**config.mk**
```make
export PLATFORM = sky130hd
export DESIGN_NAME = irq_controller_flat
export DESIGN_NICKNAME = d
export VERILOG_FILES = /design/src/rtl/irq_pkg.sv /design/src/rtl/irq_controller_if.sv /design/src/rtl/irq_priority_encoder.sv /design/src/rtl/irq_controller.sv /design/src/flat_wrapper.sv
export SDC_FILE = /design/constraint.sdc
export NUM_CORES = 1
export LEC_CHECK = 0
export ABC_AREA = 1
export CELL_PAD_IN_SITES_DETAIL_PLACEMENT = 1
export CELL_PAD_IN_SITES_GLOBAL_PLACEMENT = 1
export CORE_MARGIN = 2
export CORE_UTILIZATION = 31
export CTS_CLUSTER_SIZE = 20
export DETAILED_ROUTE_END_ITERATION = 12
export GPL_ROUTABILITY_DRIVEN = 0
export PLACE_DENSITY_LB_ADDON = 0.05
export RECOVER_POWER = 25
export SYNTH_ARGS = -nofsm -noshare
export SYNTH_HDL_FRONTEND = slang
export SYNTH_SLANG_ARGS = --single-unit
```
**constraint.sdc**
```tcl
create_clock -name clk -period 0.96 [get_ports clk]
set_input_delay 0.144 -clock clk [delete_from_list [all_inputs] [get_ports clk]]
set_output_delay 0.144 -clock clk [all_outputs]
set_load 0.01 [all_outputs]
```
**src/rtl/irq_pkg.sv**
```systemverilog
// Shared types and defaults for the interrupt controller.
// Optional ack timeout is enabled by defining IRQ_TIMEOUT_EN.
package irq_pkg;
  localparam int N_IRQ_DEF   = 8;
  localparam int TIMEOUT_DEF = 16;

  typedef enum logic [1:0] {IDLE, REQ, SERVICE} state_e;

  function automatic int vec_w(input int n);
    return (n > 1) ? $clog2(n) : 1;
  endfunction
endpackage

```
**src/rtl/irq_controller_if.sv**
```systemverilog
// CPU-side interrupt handshake: request/vector out, ack/eoi back in.
interface irq_controller_if #(parameter int N_IRQ = irq_pkg::N_IRQ_DEF);
  import irq_pkg::*;
  localparam int VW = vec_w(N_IRQ);

  logic          int_req;
  logic          intd;
  logic          nmi;
  logic [VW-1:0] vector;
  logic          in_service;
  logic          timeout_flag;
  logic          int_ack;
  logic          eoi;

  modport master (output int_req, intd, nmi, vector, in_service, timeout_flag,
                  input  int_ack, eoi);
  modport slave  (input  int_req, intd, nmi, vector, in_service, timeout_flag,
                  output int_ack, eoi);
endinterface

```
**src/rtl/irq_priority_encoder.sv**
```systemverilog
// Fixed-priority encoder: lowest set bit wins.
module irq_priority_encoder #(
  parameter int N  = 8,
  parameter int VW = 3
) (
  input  logic [N-1:0]  req,
  output logic          valid,
  output logic [VW-1:0] index
);
  always_comb begin
    valid = |req;
    index = '0;
    // Scan high to low so the lowest index overwrites last.
    for (int i = N - 1; i >= 0; i--)
      if (req[i]) index = VW'(i);
  end
endmodule

```
**src/rtl/irq_controller.sv**
```systemverilog
// Edge-detecting, masked, fixed-priority IRQ source for the CPU handshake.
// Define IRQ_TIMEOUT_EN to abandon an unacknowledged request after TIMEOUT cycles.
module irq_controller
  import irq_pkg::*;
#(
  parameter int N_IRQ   = N_IRQ_DEF,
  parameter int TIMEOUT = TIMEOUT_DEF
) (
  input  logic             clk,
  input  logic             reset,
  input  logic [N_IRQ-1:0] irq,
  input  logic             nmi_src,
  input  logic             mask_we,
  input  logic [N_IRQ-1:0] mask_wdata,
  irq_controller_if.master cpu
);
  localparam int VW = vec_w(N_IRQ);

  state_e           state_q, state_d;
  logic [N_IRQ-1:0] irq_q, pending_q, pending_d, mask_q, mask_d, clr;
  logic [VW-1:0]    vector_q, vector_d;
  logic             nmi_src_q, nmi_q, nmi_d;
  logic             int_req_q, intd_q, tflag_q, tflag_d;
  logic             pe_valid;
  logic [VW-1:0]    pe_index;

  irq_priority_encoder #(.N(N_IRQ), .VW(VW)) u_pe (
    .req   (pending_q & ~mask_q),
    .valid (pe_valid),
    .index (pe_index)
  );

`ifdef IRQ_TIMEOUT_EN
  localparam int CW = $clog2(TIMEOUT + 1);
  logic [CW-1:0] cnt_q, cnt_d;
`else
  logic unused_timeout;
  assign unused_timeout = (TIMEOUT > 0);
`endif

  always_comb begin
    state_d  = state_q;
    vector_d = vector_q;
    tflag_d  = tflag_q;
    clr      = '0;
`ifdef IRQ_TIMEOUT_EN
    cnt_d    = '0;
`endif
    case (state_q)
      IDLE: if (pe_valid) begin
        vector_d = pe_index;
        state_d  = REQ;
      end
      REQ: begin
        // A same-cycle eoi is dropped; only the ack is acted on.
        if (cpu.int_ack) begin
          clr[vector_q] = 1'b1;
          state_d       = SERVICE;
        end
`ifdef IRQ_TIMEOUT_EN
        else if (cnt_q == CW'(TIMEOUT - 1)) begin
          state_d = IDLE;
          tflag_d = 1'b1;
        end else begin
          cnt_d = cnt_q + 1'b1;
        end
`endif
      end
      SERVICE: if (cpu.eoi) state_d = IDLE;
      default: state_d = IDLE;
    endcase
    // New edge beats a same-cycle ack clear.
    pending_d = (pending_q & ~clr) | (irq & ~irq_q);
    mask_d    = mask_we ? mask_wdata : mask_q;
    nmi_d     = nmi_q | (nmi_src & ~nmi_src_q);
  end

  always_ff @(posedge clk) begin
    if (reset) begin
      state_q   <= IDLE;
      irq_q     <= '0;
      pending_q <= '0;
      mask_q    <= '1;
      vector_q  <= '0;
      nmi_src_q <= 1'b0;
      nmi_q     <= 1'b0;
      int_req_q <= 1'b0;
      intd_q    <= 1'b0;
      tflag_q   <= 1'b0;
`ifdef IRQ_TIMEOUT_EN
      cnt_q     <= '0;
`endif
    end else begin
      state_q   <= state_d;
      irq_q     <= irq;
      pending_q <= pending_d;
      mask_q    <= mask_d;
      vector_q  <= vector_d;
      nmi_src_q <= nmi_src;
      nmi_q     <= nmi_d;
      int_req_q <= (state_d == REQ);
      intd_q    <= (state_d == SERVICE);
      tflag_q   <= tflag_d;
`ifdef IRQ_TIMEOUT_EN
      cnt_q     <= cnt_d;
`endif
    end
  end

  assign cpu.int_req      = int_req_q;
  assign cpu.intd         = intd_q;
  assign cpu.in_service   = intd_q;
  assign cpu.nmi          = nmi_q;
  assign cpu.vector       = vector_q;
  assign cpu.timeout_flag = tflag_q;
endmodule

```
**src/flat_wrapper.sv**
```systemverilog
// flat-port wrapper written by rule: the top's interface ports become plain ports
module irq_controller_flat import irq_pkg::*;
#(
  parameter int N_IRQ   = N_IRQ_DEF,
  parameter int TIMEOUT = TIMEOUT_DEF
)
  (clk, reset, irq, nmi_src, mask_we, mask_wdata, cpu_int_req, cpu_intd, cpu_nmi, cpu_vector, cpu_in_service, cpu_timeout_flag, cpu_int_ack, cpu_eoi);
  irq_controller_if #(.N_IRQ(N_IRQ)) cpu_i ();
  input  logic clk;
  input  logic reset;
  input  logic [N_IRQ-1:0] irq;
  input  logic nmi_src;
  input  logic mask_we;
  input  logic [N_IRQ-1:0] mask_wdata;
  output wire logic [$bits(cpu_i.int_req)-1:0] cpu_int_req;
  output wire logic [$bits(cpu_i.intd)-1:0] cpu_intd;
  output wire logic [$bits(cpu_i.nmi)-1:0] cpu_nmi;
  output wire logic [$bits(cpu_i.vector)-1:0] cpu_vector;
  output wire logic [$bits(cpu_i.in_service)-1:0] cpu_in_service;
  output wire logic [$bits(cpu_i.timeout_flag)-1:0] cpu_timeout_flag;
  input wire logic [$bits(cpu_i.int_ack)-1:0] cpu_int_ack;
  input wire logic [$bits(cpu_i.eoi)-1:0] cpu_eoi;
  assign cpu_int_req = cpu_i.int_req;
  assign cpu_intd = cpu_i.intd;
  assign cpu_nmi = cpu_i.nmi;
  assign cpu_vector = cpu_i.vector;
  assign cpu_in_service = cpu_i.in_service;
  assign cpu_timeout_flag = cpu_i.timeout_flag;
  assign cpu_i.int_ack = cpu_int_ack;
  assign cpu_i.eoi = cpu_eoi;
  irq_controller #(.N_IRQ(N_IRQ), .TIMEOUT(TIMEOUT)) u_core (.clk(clk), .reset(reset), .irq(irq), .nmi_src(nmi_src), .mask_we(mask_we), .mask_wdata(mask_wdata), .cpu(cpu_i));
endmodule
```
==> summary.md, run 1 <==
| Metric | Value |
|---|---|
| Total gr overflow | 0 |
| Max Clk Rate | 873 MHz |
| DRT antenna net count | 0 |
| Total CTS buffers | 5 |
| Clock transition at path regs | 0.07 ns |
| Leak | 0.913 nW |
| Synth top area share | 52.8% |
| Worst Setup End Kind | register |
| Critical path depth in cells | 8 |
| Pin count of the biggest net entering global routing | 22 |
| Port Buffers | 28 |
| Design Power | 3.53 mW |
| Multi-input logic area | 539 um^2 |
| CTS tree | yes |
| Setup TNS | -1.21 ns |
| Syn_nets | 183 |
| Post-synth ARST share | 0% |
| WS Path Type | reg -> reg |
| Fillers | 480 |
| Main synth FF type | dfxtp_1 |
| Total core area | 3940 um^2 |
| Antenna cells | 0 |
| Max-slew violations | 0 |
| Synth area leaders | dfxtp_1 (53%), inv_1 (7.8%), nand2_1 (7.8%) |
| Share of post-route cells with drive strength above 1 | 40.0% |
| Pwr per Cell Area | 1840 nW/um^2 |
| First-pass DRT Iterations | 4 |
| Antenna violations before repair | 0 |
| FF+latch area | 674 um^2 |
| Hold_buf cts | 0 |
| Reg-to-Reg End | u_core.cpu.vector[2] |
| Rows | 23 |
| Worst-path maximum fanout | 4 |
| Remaining DRCs | 0 |
| # IOs | 30 |
| Number of global-route vias before repair | 1181 |
| Via density per instance | 4.55 |
| Setup WS post-layout | -0.185 ns |
| CP Launch Type | register |
| Post-synth EDFFs | 0 |
| Clock Latency Late Sink | 0.28 ns |
| Die Span Y | 67.5 um |
| Area leader, netlist | dfxtp_1 |
| Final critical-path share of the clock period | 119% |
| Die W | 67.5 um |
| Initial Utilization | 31.7% |
| Maxcap violations | 0 |
| Full die area | 4560 um^2 |
| Layout area overhead | 53.3% |
| Hold Fails Final Rpt | 0 |
| First-pass GRT wire length | 5440 um |
| # H-tree levels | 2 |
| Syn Area/Cell | 7.77 um^2 |
| CP max stage cell | dfxtp_2 |
| Crit path cell chain | inv_1 -> o21ai_2 -> nor2_1 -> nand2_1 -> nand2_2 -> inv_2 -> o22ai_2 -> nor2_1 |
| Most frequent cells after synthesis | dfxtp_1 (33), inv_1 (26), nand2_1 (26) |
| CP arrival | 1.33 ns |
| Hold slack | 0.402 ns |
| Failing checks | negative setup slack |
| Min Tclk post-route | 1.14 ns |
| Reg-to-Reg Start | u_core.pending_q[7] |
| Via count | 1207 |
| Final setup violation count | 13 |
| CTS root buf | clkbuf_8 |
| Worst min-delay path class | in -> reg |
| Crit path launch | u_core.pending_q[7] |
| CP dominant cell by count | nor2_1 |
| Maximum VDD drop | 747 uV |
| Reg2Reg Setup Slack | -0.18 ns |
| Register area share after synthesis | 52.8% |
| Critical Path RT | 1.14 ns |
| Synthesis-stage register bit count | 33 |
| Clk_skew | 0.00233 ns |
| Post-DR wirelength/cell | 13.1 um |
| Synth Instances | 161 |
| Initial detailed-routing violation count | 21 |
| CTS sink cnt | 33 |
| Maximum clock path buffer count | 2 |
| Cell variety after synth | 20 |
| RSZ-0062 raised after global routing | yes |
| Final nets | 236 |
| Dpl hpwl | 2470 um |
| Max incr delay on CP | 0.33 ns |
| CP Buf/Inv Count | 2 |
| Worst reg2reg path depth | 8 |
| Mapped Area | 1250 um^2 |
| Status | finished with violations |
| GRT Util Overall | 16.9% |
| Most numerous cell in the Yosys netlist | dfxtp_1 |
| Worst Setup EP | u_core.cpu.vector[2] |
| WL final | 3480 um |
| Crit path max-delay family | simple AND/OR/NAND/NOR gates |
| Ys Warns | 0 |
## area by class of cell
cell class,instances,share of cell area (%)
clock inverters,1,0.261
flip-flops and latches,33,35.2
multi-input cells,95,28.1
clock buffers,7,5.02
well taps,50,3.26
inverters,27,6.00
repair inverters,1,0.261
repair buffers,51,21.9
## where the power goes
| part | switching (mW) | internal, mW | total [mW] |
|---|---|---|---|
| Sequential | 0.0737 | 1.51 | 1.58 |
| Clock | 0.516 | 0.648 | 1.16 |
| Combinational | 0.408 | 0.378 | 0.786 |
| Total | 0.998 | 2.53 | 3.53 |
## metal layers
metal  global-route usage [%]  share of wire [%]
met4                     8.42                2.1
met5                        0                  0
met3                     5.00                4.4
met2                     27.8                 49
met1                     19.8                 44
## worst min-delay path by stage
stage | startpoint | end | slack (ns) | depth (start not counted)
after floorplan | reset | u_core.mask_q[7] | 0.24 | 2
after global placement | u_core.irq_q[4] | u_core.pending_q[4] | 0.41 | 1
after detailed placement | u_core.irq_q[4] | u_core.pending_q[4] | 0.42 | 1
after CTS | nmi_src | u_core.nmi_src_q | 0.40 | 3
after global routing | nmi_src | u_core.nmi_src_q | 0.41 | 3
final | nmi_src | u_core.nmi_src_q | 0.40 | 3
## cells in the final DEF, fill, tap and decap left out, drive strengths merged
cell type      instances
clkinvlp               2
clkdlybuf4s50         20
nor3                   1
dlygate4sd2            1
nor2                  13
o22ai                  9
nand3                  9
nand2                 30
inv                   25
clkbuf                 7
clkinv                 2
a21oi                 11
o21ai                 18
conb                   1
o21a                   2
buf                   30
dfxtp                 33
a31oi                  1
## logic make-up after synthesis
group	share of synthesized area [%]
compound gates	18.4
simple gates	17.9
buf+inv	10.6
flops	52.8
other cells	0.300
## worst min-delay path: cells and delay by family
kind / cells / cell delay (ns)
AND/OR/NAND/NOR: 1 / 0.04
buffers and inverters: 2 / 0.46
## registers in the layout (all words and copies together), names as in the netlist
signal,flops
u_core.cpu.nmi,1
u_core.mask_q,8
u_core.cpu.int_req,1
u_core.state_q,2
u_core.cpu.in_service,1
u_core.cpu.vector,3
u_core.nmi_src_q,1
u_core.pending_q,8
u_core.irq_q,8
## stage by stage
step           util, %  cell area [um^2]  std cells  setup WS (ns)
6_report          48.7              1920        265         -0.185
4_1_cts           47.2              1860        263         -0.153
2_1_floorplan        -              1250        161        -0.0536
3_5_place_dp      42.7              1690        249         -0.400
3_3_place_gp      42.7              1690        249         -0.343
5_1_grt           48.7              1920        265         -0.266
## timing repair
item	CTS	global route
pin swaps	5	10
endpoints found under the setup margin	22	16
cloned	1	0
gates resized for setup	65	19
setup buffers	5	2
No activity file was read; power rests on OpenSTA's default activity.
==> run 2: changes to the inputs <==
- CORE_ASPECT_RATIO: not set -> 2
- PLACE_DENSITY: not set -> 0.81
- PLACE_DENSITY_LB_ADDON: 0.05 -> not set
==> summary.md, run 2 (synthesis gave the netlist of run 1 again) <==
| Metric | Value |
|---|---|
| # IOs | 30 |
| Worst min-delay path class | in -> reg |
| Met1 Resource Use GR | 14.1% |
| Pin count of the biggest net entering global routing | 17 |
| Share of post-route cells with drive strength above 1 | 35.4% |
| GRT Max-Usage Layer | met2 |
| CTS sink cnt | 33 |
| First-pass GRT wire length | 5530 um |
| GRT Util Overall | 16.0% |
| Hold path cells | 4 |
| Initial detailed-routing violation count | 6 |
| Total gr overflow | 0 |
| WHS Endpoint | u_core.mask_q[7] |
| Status | finished with violations |
| Die Span Y | 93.8 um |
| Hold_buf cts | 0 |
| CTS root buf | clkbuf_8 |
| Hold Fails Final Rpt | 0 |
| Min Tclk post-route | 1.12 ns |
| CP arrival | 1.29 ns |
| Total CTS buffers | 5 |
| Reg-to-Reg End | u_core.cpu.vector[2] |
| Via count | 1215 |
| Hold slack | 0.409 ns |
| Worst-path maximum fanout | 2 |
| Largest registers | u_core.irq_q x8, u_core.mask_q x8, u_core.pending_q x8 |
| GR Layer Usage met3 | 3.82% |
| Rows | 32 |
| DP Worst Slack | -0.358 ns |
| CP max stage cell | dfxtp_2 |
| # H-tree levels | 2 |
| Maximum VDD drop | 1100 uV |
| Worst Setup End Kind | register |
| Fillers | 504 |
| Most frequent cells in the layout | nand2_1 (22), dfxtp_1 (22), clkdlybuf4s50_1 (20) |
| Critical Path RT | 1.13 ns |
| GR Util met2 | 31.6% |
| Initial Utilization | 32.2% |
| Total core area | 3880 um^2 |
| Remaining DRCs | 0 |
| Crit path max-delay family | buffers and inverters |
| Layout area overhead | 47.2% |
| Pwr per Cell Area | 1810 nW/um^2 |
| Final nets | 233 |
| Via density per instance | 4.62 |
| Final Util | 47.4% |
| Post-DR wirelength/cell | 12.3 um |
| Maximum clock path buffer count | 2 |
| Max-slew violations | 0 |
| Clock transition at path regs | 0.07 ns |
| First-pass DRT Iterations | 4 |
| CTS tree | yes |
| Worst reg2reg path depth | 8 |
| CP Buf/Inv Count | 3 |
| DRT antenna net count | 0 |
| RSZ-0062 raised after global routing | yes |
| Max incr delay on CP | 0.31 ns |
| CP Launch Type | register |
| Leak | 0.890 nW |
| Dpl hpwl | 2470 um |
| Antenna violations before repair | 0 |
| Port Buffers | 28 |
| Clk_skew | 0.00720 ns |
| Reg2Reg Setup Slack | -0.16 ns |
| Maxcap violations | 0 |
| Max Clk Rate | 891 MHz |
| Number of global-route vias before repair | 1309 |
| Crit path cell chain | inv_1 -> nand2_2 -> nand2_2 -> nor2_2 -> buf_4 -> buf_4 -> o22ai_2 -> nor2_1 |
| Failing checks | negative setup slack |
| Setup WS post-layout | -0.163 ns |
| Die W | 48.9 um |
| Clock Latency Late Sink | 0.29 ns |
| WS Path Type | reg -> reg |
| Final critical-path share of the clock period | 117% |
| Hold_sp | reset |
| Reg-to-Reg Start | u_core.mask_q[0] |
| WL final | 3230 um |
| Antenna cells | 0 |
| Final setup violation count | 12 |
| Full die area | 4590 um^2 |
run 2: changes by cell type in the layout (fill, tap and decap cells not counted), sizes merged:
cell / previous run / this run
buf: 30 / 26
clkbuf: 7 / 8
dlygate4sd2: 1 / 0
inv: 25 / 26
run 2: worst max path at each step:
stage                                 from                    to  slack [ns]  cells after the start
after CTS                 u_core.mask_q[6]  u_core.cpu.vector[2]       -0.20                      9
after global routing      u_core.mask_q[2]  u_core.cpu.vector[1]       -0.30                      8
final                     u_core.mask_q[0]  u_core.cpu.vector[2]       -0.16                      8
after detailed placement             reset   u_core.pending_q[2]       -0.36                      4
after floorplan           u_core.mask_q[2]  u_core.cpu.vector[2]       -0.05                      9
after global placement         cpu_int_ack   u_core.pending_q[6]       -0.34                      6
run 2: stage by stage:
step           instance area, um^2  power (mW)  std cells  TNS [ns]
2_1_floorplan                 1250        1.92        161   -0.0852
3_3_place_gp                  1710        2.29        252     -6.63
3_5_place_dp                  1710        2.31        252     -7.60
4_1_cts                       1790        3.33        261     -1.45
5_1_grt                       1840        3.52        263     -1.87
6_report                      1840        3.33        263    -0.749
run 2: layout make-up:
| type | instances | area (um^2) | area share [%] |
|---|---|---|---|
| clock buffer | 6 | 72.6 | 3.94 |
| clock inverter | 2 | 10.0 | 0.543 |
| inverter | 27 | 105 | 5.71 |
| multi-input combinational | 95 | 512 | 27.8 |
| sequential | 33 | 674 | 36.6 |
| tap | 51 | 63.8 | 3.46 |
| timing repair buffer | 48 | 399 | 21.7 |
| timing repair inverter | 1 | 5.00 | 0.272 |
run 2: power by group:
part	total [mW]	leakage, nW	switching [mW]	internal, mW
logic	0.751	0.569	0.384	0.367
clock network	1.00	0.0450	0.501	0.502
registers	1.58	0.275	0.0712	1.51
total	3.33	0.890	0.956	2.38
run 2: worst min-delay path: stages:
cell and delay [ns]:
clkbuf_1 0.14, buf_4 0.19, a21oi_1 0.10, o21ai_0 0.08
run 2: layer usage:
metal / vias to the layer above / wire length [um]
li1: 611 / -
met1: 573 / 1150
met2: 25 / 1880
met3: 6 / 119
met4: 0 / 87
met5: - / 0
run 2: what timing repair did:
action | 4_1_cts | 5_1_grt
gates resized for setup | 41 | 31
setup buffers | 1 | 1
endpoints found under the hold margin | 0 | 0
setup endpoints to repair | 20 | 24
gates cloned | 0 | 1
pin swaps | 5 | 5
==> run 3: changes to the inputs <==
- REMOVE_ABC_BUFFERS: not set -> 1
- SKIP_CTS_REPAIR_TIMING: not set -> 1
==> summary.md, run 3 (synthesis gave the netlist of run 1 again) <==
| Metric | Value |
|---|---|
| Status | finished with violations |
| Failing checks | negative setup slack |
| FF+latch area | 673 um^2 |
| CP dominant cell by count | inv_2 |
| CTS root buf | clkbuf_8 |
| Worst-path maximum fanout | 8 |
| WL final | 3620 um |
| Layout area overhead | 60.9% |
| Antenna violations before repair | 0 |
| Pin count of the biggest net entering global routing | 17 |
| Maximum VDD drop | 1200 uV |
| Multi-input logic area | 614 um^2 |
| Initial Utilization | 32.2% |
| Setup WS post-layout | -0.165 ns |
| Total CTS buffers | 5 |
| Worst Setup End Kind | register |
| Max Clk Rate | 889 MHz |
| DP Worst Slack | -0.399 ns |
| Clock transition at path regs | 0.07 ns |
| GRT Util Overall | 15.8% |
| Critical Path RT | 1.12 ns |
| Final setup violation count | 13 |
| First-pass GRT wire length | 5390 um |
| CP max stage cell | dfxtp_2 |
| # IOs | 30 |
| Setup TNS | -1.21 ns |
| Via count | 1226 |
| CP arrival | 1.28 ns |
| Clk_skew | 0.00531 ns |
| Pwr per Cell Area | 1800 nW/um^2 |
| Crit path cell chain | inv_2 -> nand2_1 -> nor2_2 -> inv_2 -> o21ai_0 -> o22ai_1 |
| First-pass DRT Iterations | 3 |
| Die Span Y | 93.8 um |
| WS Path Type | reg -> reg |
| Total gr overflow | 0 |
| Final nets | 231 |
| RSZ-0062 raised after global routing | yes |
| Min Tclk post-route | 1.12 ns |
| Most frequent cells in the layout | dfxtp_1 (23), clkdlybuf4s50_1 (20), nand2_1 (17) |
| Final critical-path share of the clock period | 117% |
| Maximum clock path buffer count | 2 |
| Antenna cells | 0 |
| Share of post-route cells with drive strength above 1 | 39.0% |
| Via density per instance | 4.70 |
| Clock Latency Late Sink | 0.29 ns |
| CP Launch Type | register |
| DRT antenna net count | 0 |
| Max-slew violations | 0 |
| Placed Cells | 250 |
| Largest registers | u_core.irq_q x8, u_core.mask_q x8, u_core.pending_q x8 |
| Leak | 1.03 nW |
| Rows | 32 |
| Hold slack | 0.385 ns |
| Full die area | 4590 um^2 |
| Die W | 48.9 um |
| Port Buffers | 28 |
| Post-Layout Cell Count | 261 |
| CTS tree | yes |
| Fillers | 482 |
| Post-DR wirelength/cell | 13.9 um |
| Max incr delay on CP | 0.33 ns |
| # H-tree levels | 2 |
| Most common cell after layout, fill and taps aside | dfxtp_1 |
| Total core area | 3880 um^2 |
| CTS sink cnt | 33 |
| Dpl hpwl | 2450 um |
| Hold Fails Final Rpt | 0 |
| Worst min-delay path class | in -> reg |
| Number of global-route vias before repair | 1249 |
| Remaining DRCs | 0 |
| Initial detailed-routing violation count | 5 |
| Maxcap violations | 0 |
[run 3: cell count changes in the layout (fill, tap and decap cells not counted), moves of 3 or more]
cell	change
buf_2	-7
buf_4	-3
dlymetal6s2s_1	+7
nand2_1	-5
nand2_4	+7
o21ai_0	+4
o21ai_1	-5
[run 3: report_power, final]
part           internal, mW  switching, mW
clock                 0.648          0.510
sequential             1.50         0.0775
combinational         0.426          0.456
[run 3: stage by stage]
stage	power (mW)	cell area (um^2)	util (%)
floorplan	1.89	1220	-
global placement	2.27	1700	43.7
detailed placement	2.30	1700	43.7
CTS	3.46	1800	46.3
global route	3.80	2010	51.8
finish	3.62	2010	51.8
[run 3: area by class of cell]
type,instances,share of cell area (%)
Sequential cell,33,33.4
Tap cell,51,3.17
Clock inverter,1,0.249
Timing Repair inverter,1,0.249
Inverter,27,5.34
Multi-Input combinational cell,95,30.5
Timing Repair Buffer,46,22.2
Clock buffer,7,4.79
[run 3: critical path: cells and delay by family, from the launching register on]
family / cells / cell delay (ns)
simple gates: 2 / 0.19
flops: 1 / 0.33
compound gates: 2 / 0.33
buf+inv: 2 / 0.16
[run 3: worst paths after layout]
kind / start / cells past startpoint / slack (ns) / endpoint
worst min register to register: u_core.irq_q[0] / 1 / 0.43 / u_core.pending_q[0]
worst min-delay path: reset / 4 / 0.38 / u_core.irq_q[5]
worst max register to register: u_core.state_q[1] / 6 / -0.16 / u_core.pending_q[7]
worst max-delay path: u_core.state_q[1] / 6 / -0.16 / u_core.pending_q[7]
[run 3: routing by layer]
layer,global-route usage (%),wire (um),vias to the layer above
li1,-,-,609
met1,14.1,1270,588
met2,31.1,2140,22
met3,2.87,104,7
met4,10.0,99,0
met5,0,0,-
==> patch (flow settings as in run 3) <==
The package constant `N_IRQ_DEF` goes from 8 to 12.
--- a/src/rtl/irq_pkg.sv
+++ b/src/rtl/irq_pkg.sv
@@ -1,7 +1,7 @@
 // Shared types and defaults for the interrupt controller.
 // Optional ack timeout is enabled by defining IRQ_TIMEOUT_EN.
 package irq_pkg;
-  localparam int N_IRQ_DEF   = 8;
+  localparam int N_IRQ_DEF   = 12;
   localparam int TIMEOUT_DEF = 16;
 
   typedef enum logic [1:0] {IDLE, REQ, SERVICE} state_e;
Interface: changed (resized cpu_vector, irq and mask_wdata); port bits go from 30 to 39. No check against the original RTL was run, so the function may have changed too.
==> patch against run 3 <==
- the run still ends with negative setup slack left
- power rose by 36%
- cell area rose by 43%
- area after synthesis rose by 44%
- sequential cell count rose by 13
- wire length rose by 48%
- synthesized cell count rose by 52%
- maximum frequency fell by 19%
- setup slack got worse by 270 ps
- critical endpoint is now u_core.cpu.vector[0]
- largest power group unchanged
- highest routed layer unchanged
==> patch: results (changes against run 3) <==
[hold_path]
hp-class = in2reg  ; unchanged
worstHoldEndpoint = u_core.irq_q[7]  ; was u_core.irq_q[5]
min_path_cells = 3  ; was 4
hp-start = reset  ; unchanged

[final_layout]
reg_top3 = u_core.irq_q: 12 flops, u_core.mask_q: 12 flops, u_core.pending_q: 12 flops  ; was u_core.irq_q: 8 flops, u_core.mask_q: 8 flops, u_core.pending_q: 8 flops
nets = 345  ; was 231
fillerInstances = 665  ; was 482
layout-drive-gt1-share = 0.377  ; was 0.390
insertedDiodeCount = 0  ; unchanged

[timing]
fin_skew_ps = 2.81  ; was 5.31 ps
setup_slack_ps = -436  ; was -165 ps
setup-violations-final = 19  ; was 13
hold_viol = 0  ; unchanged

[detailed_routing]
dr.pass1.iters = 4  ; was 3
wl_met2_mm = 3.11  ; was 2.14 mm
vias = 1813  ; was 1226
top_layer = met4  ; unchanged
m1WireLength_mm = 1.85  ; was 1.27 mm
routed-wl-met3_um = 178  ; was 104 µm
drt-initial-drc-count = 40  ; was 5
post_drt_wl_per_cell_um = 14.2  ; was 13.9 µm

[synthesis]
ys_top_cells_by_area = dfxtp_1, nand2_1, nor2_1  ; was dfxtp_1, inv_1, nand2_1
async_flop_share = 0  ; unchanged
synth_xor_xnor_area_share = 0  ; unchanged
yosys-top-cells-count = nand2_1, dfxtp_1, nor2_1, inv_1, a21oi_1  ; was dfxtp_1, inv_1, nand2_1, o21ai_0, nor2_1
synth-seq-area-share = 0.510  ; was 0.528
synth_adder_area_share = 0  ; unchanged
yosysWarnings = 0  ; unchanged
yosys.cell_types.count = 27  ; was 20
synth-compound-area-share = 0.130  ; was 0.184

[global_routing]
grt_pass1_wl_mm = 7.89  ; was 5.39 mm
grt_pass1_vias = 1883  ; was 1249
grt_use_met1 = 0.146  ; was 0.141
gr-usage-met3 = 0.0348  ; was 0.0287
grt_max_degree = 26  ; was 17
grt_usage = 0.160  ; was 0.158
use_met2 = 0.302  ; was 0.311

[setup_path]
endpoint = u_core.cpu.vector[0]  ; was u_core.pending_q[7]
r2r_cells = 11  ; was 6
crit_slowest_cell = dfxtp_2  ; unchanged
cp.arrival_ps = 1600  ; was 1280 ps
timing.rr.start = u_core.pending_q[0]  ; was u_core.state_q[1]
worst-path-max-fanout = 4  ; was 8
crit_family = simple AND/OR/NAND/NOR gates  ; was flip-flops

[place]
placed_area_mm2 = 0.00245  ; was 0.00170 mm²
portBuffers = 37  ; was 28
dp.final_hpwl_mm = 3.72  ; was 2.45 mm

[power_and_ir_drop]
pg_clk_w = 0.00171  ; was 0.00116 W
p_sw_w = 0.00131  ; was 0.00104 W
p_leak_nw = 1.39  ; was 1.03 nW
ir_worst_vdd_mv = 1.75  ; was 1.20 mV
pg_seq_w = 0.00217  ; was 0.00158 W
power_density_mw_per_mm2 = 1720  ; was 1800 mW/mm²

[run_status]
status = complete, but fails checks  ; unchanged
violations = negative setup slack  ; unchanged

[cts]
clock_path_buffers = 2  ; unchanged
htree_num_levels = 2  ; unchanged
clockRootBuffer = clkbuf_16  ; was clkbuf_8

[patch: cell count changes after synthesis, sizes merged, moves of 2 or more]
cell	run 3	this run
a21oi	11	25
buf	4	2
clkbuf	2	7
dfxtp	33	46
inv	27	37
nand2	30	50
nand3	9	4
nand3b	0	2
nor2	13	47
nor3	1	3
o21a	2	0
o21ai	18	13
o22ai	9	1
o31ai	0	2
[patch: area by class of cell]
cell class	count	area share
Clock inverter	1	0.00174
Clock buffer	7	0.0496
Multi-Input combinational cell	152	0.307
Tap cell	61	0.0265
Timing Repair Buffer	73	0.237
Sequential cell	46	0.328
Inverter	37	0.0513
[patch: stage by stage]
step	hold slack [ps]	total power, W	std cells	setup slack (ps)	TNS, ps
floorplan	206	0.00255	235	-237	-2920
global placement	404	0.00301	362	-498	-12380
detailed placement	410	0.00305	362	-532	-13630
CTS	395	0.00477	370	-497	-9430
global route	224	0.00515	377	-543	-7410
finish	203	0.00494	377	-436	-5820
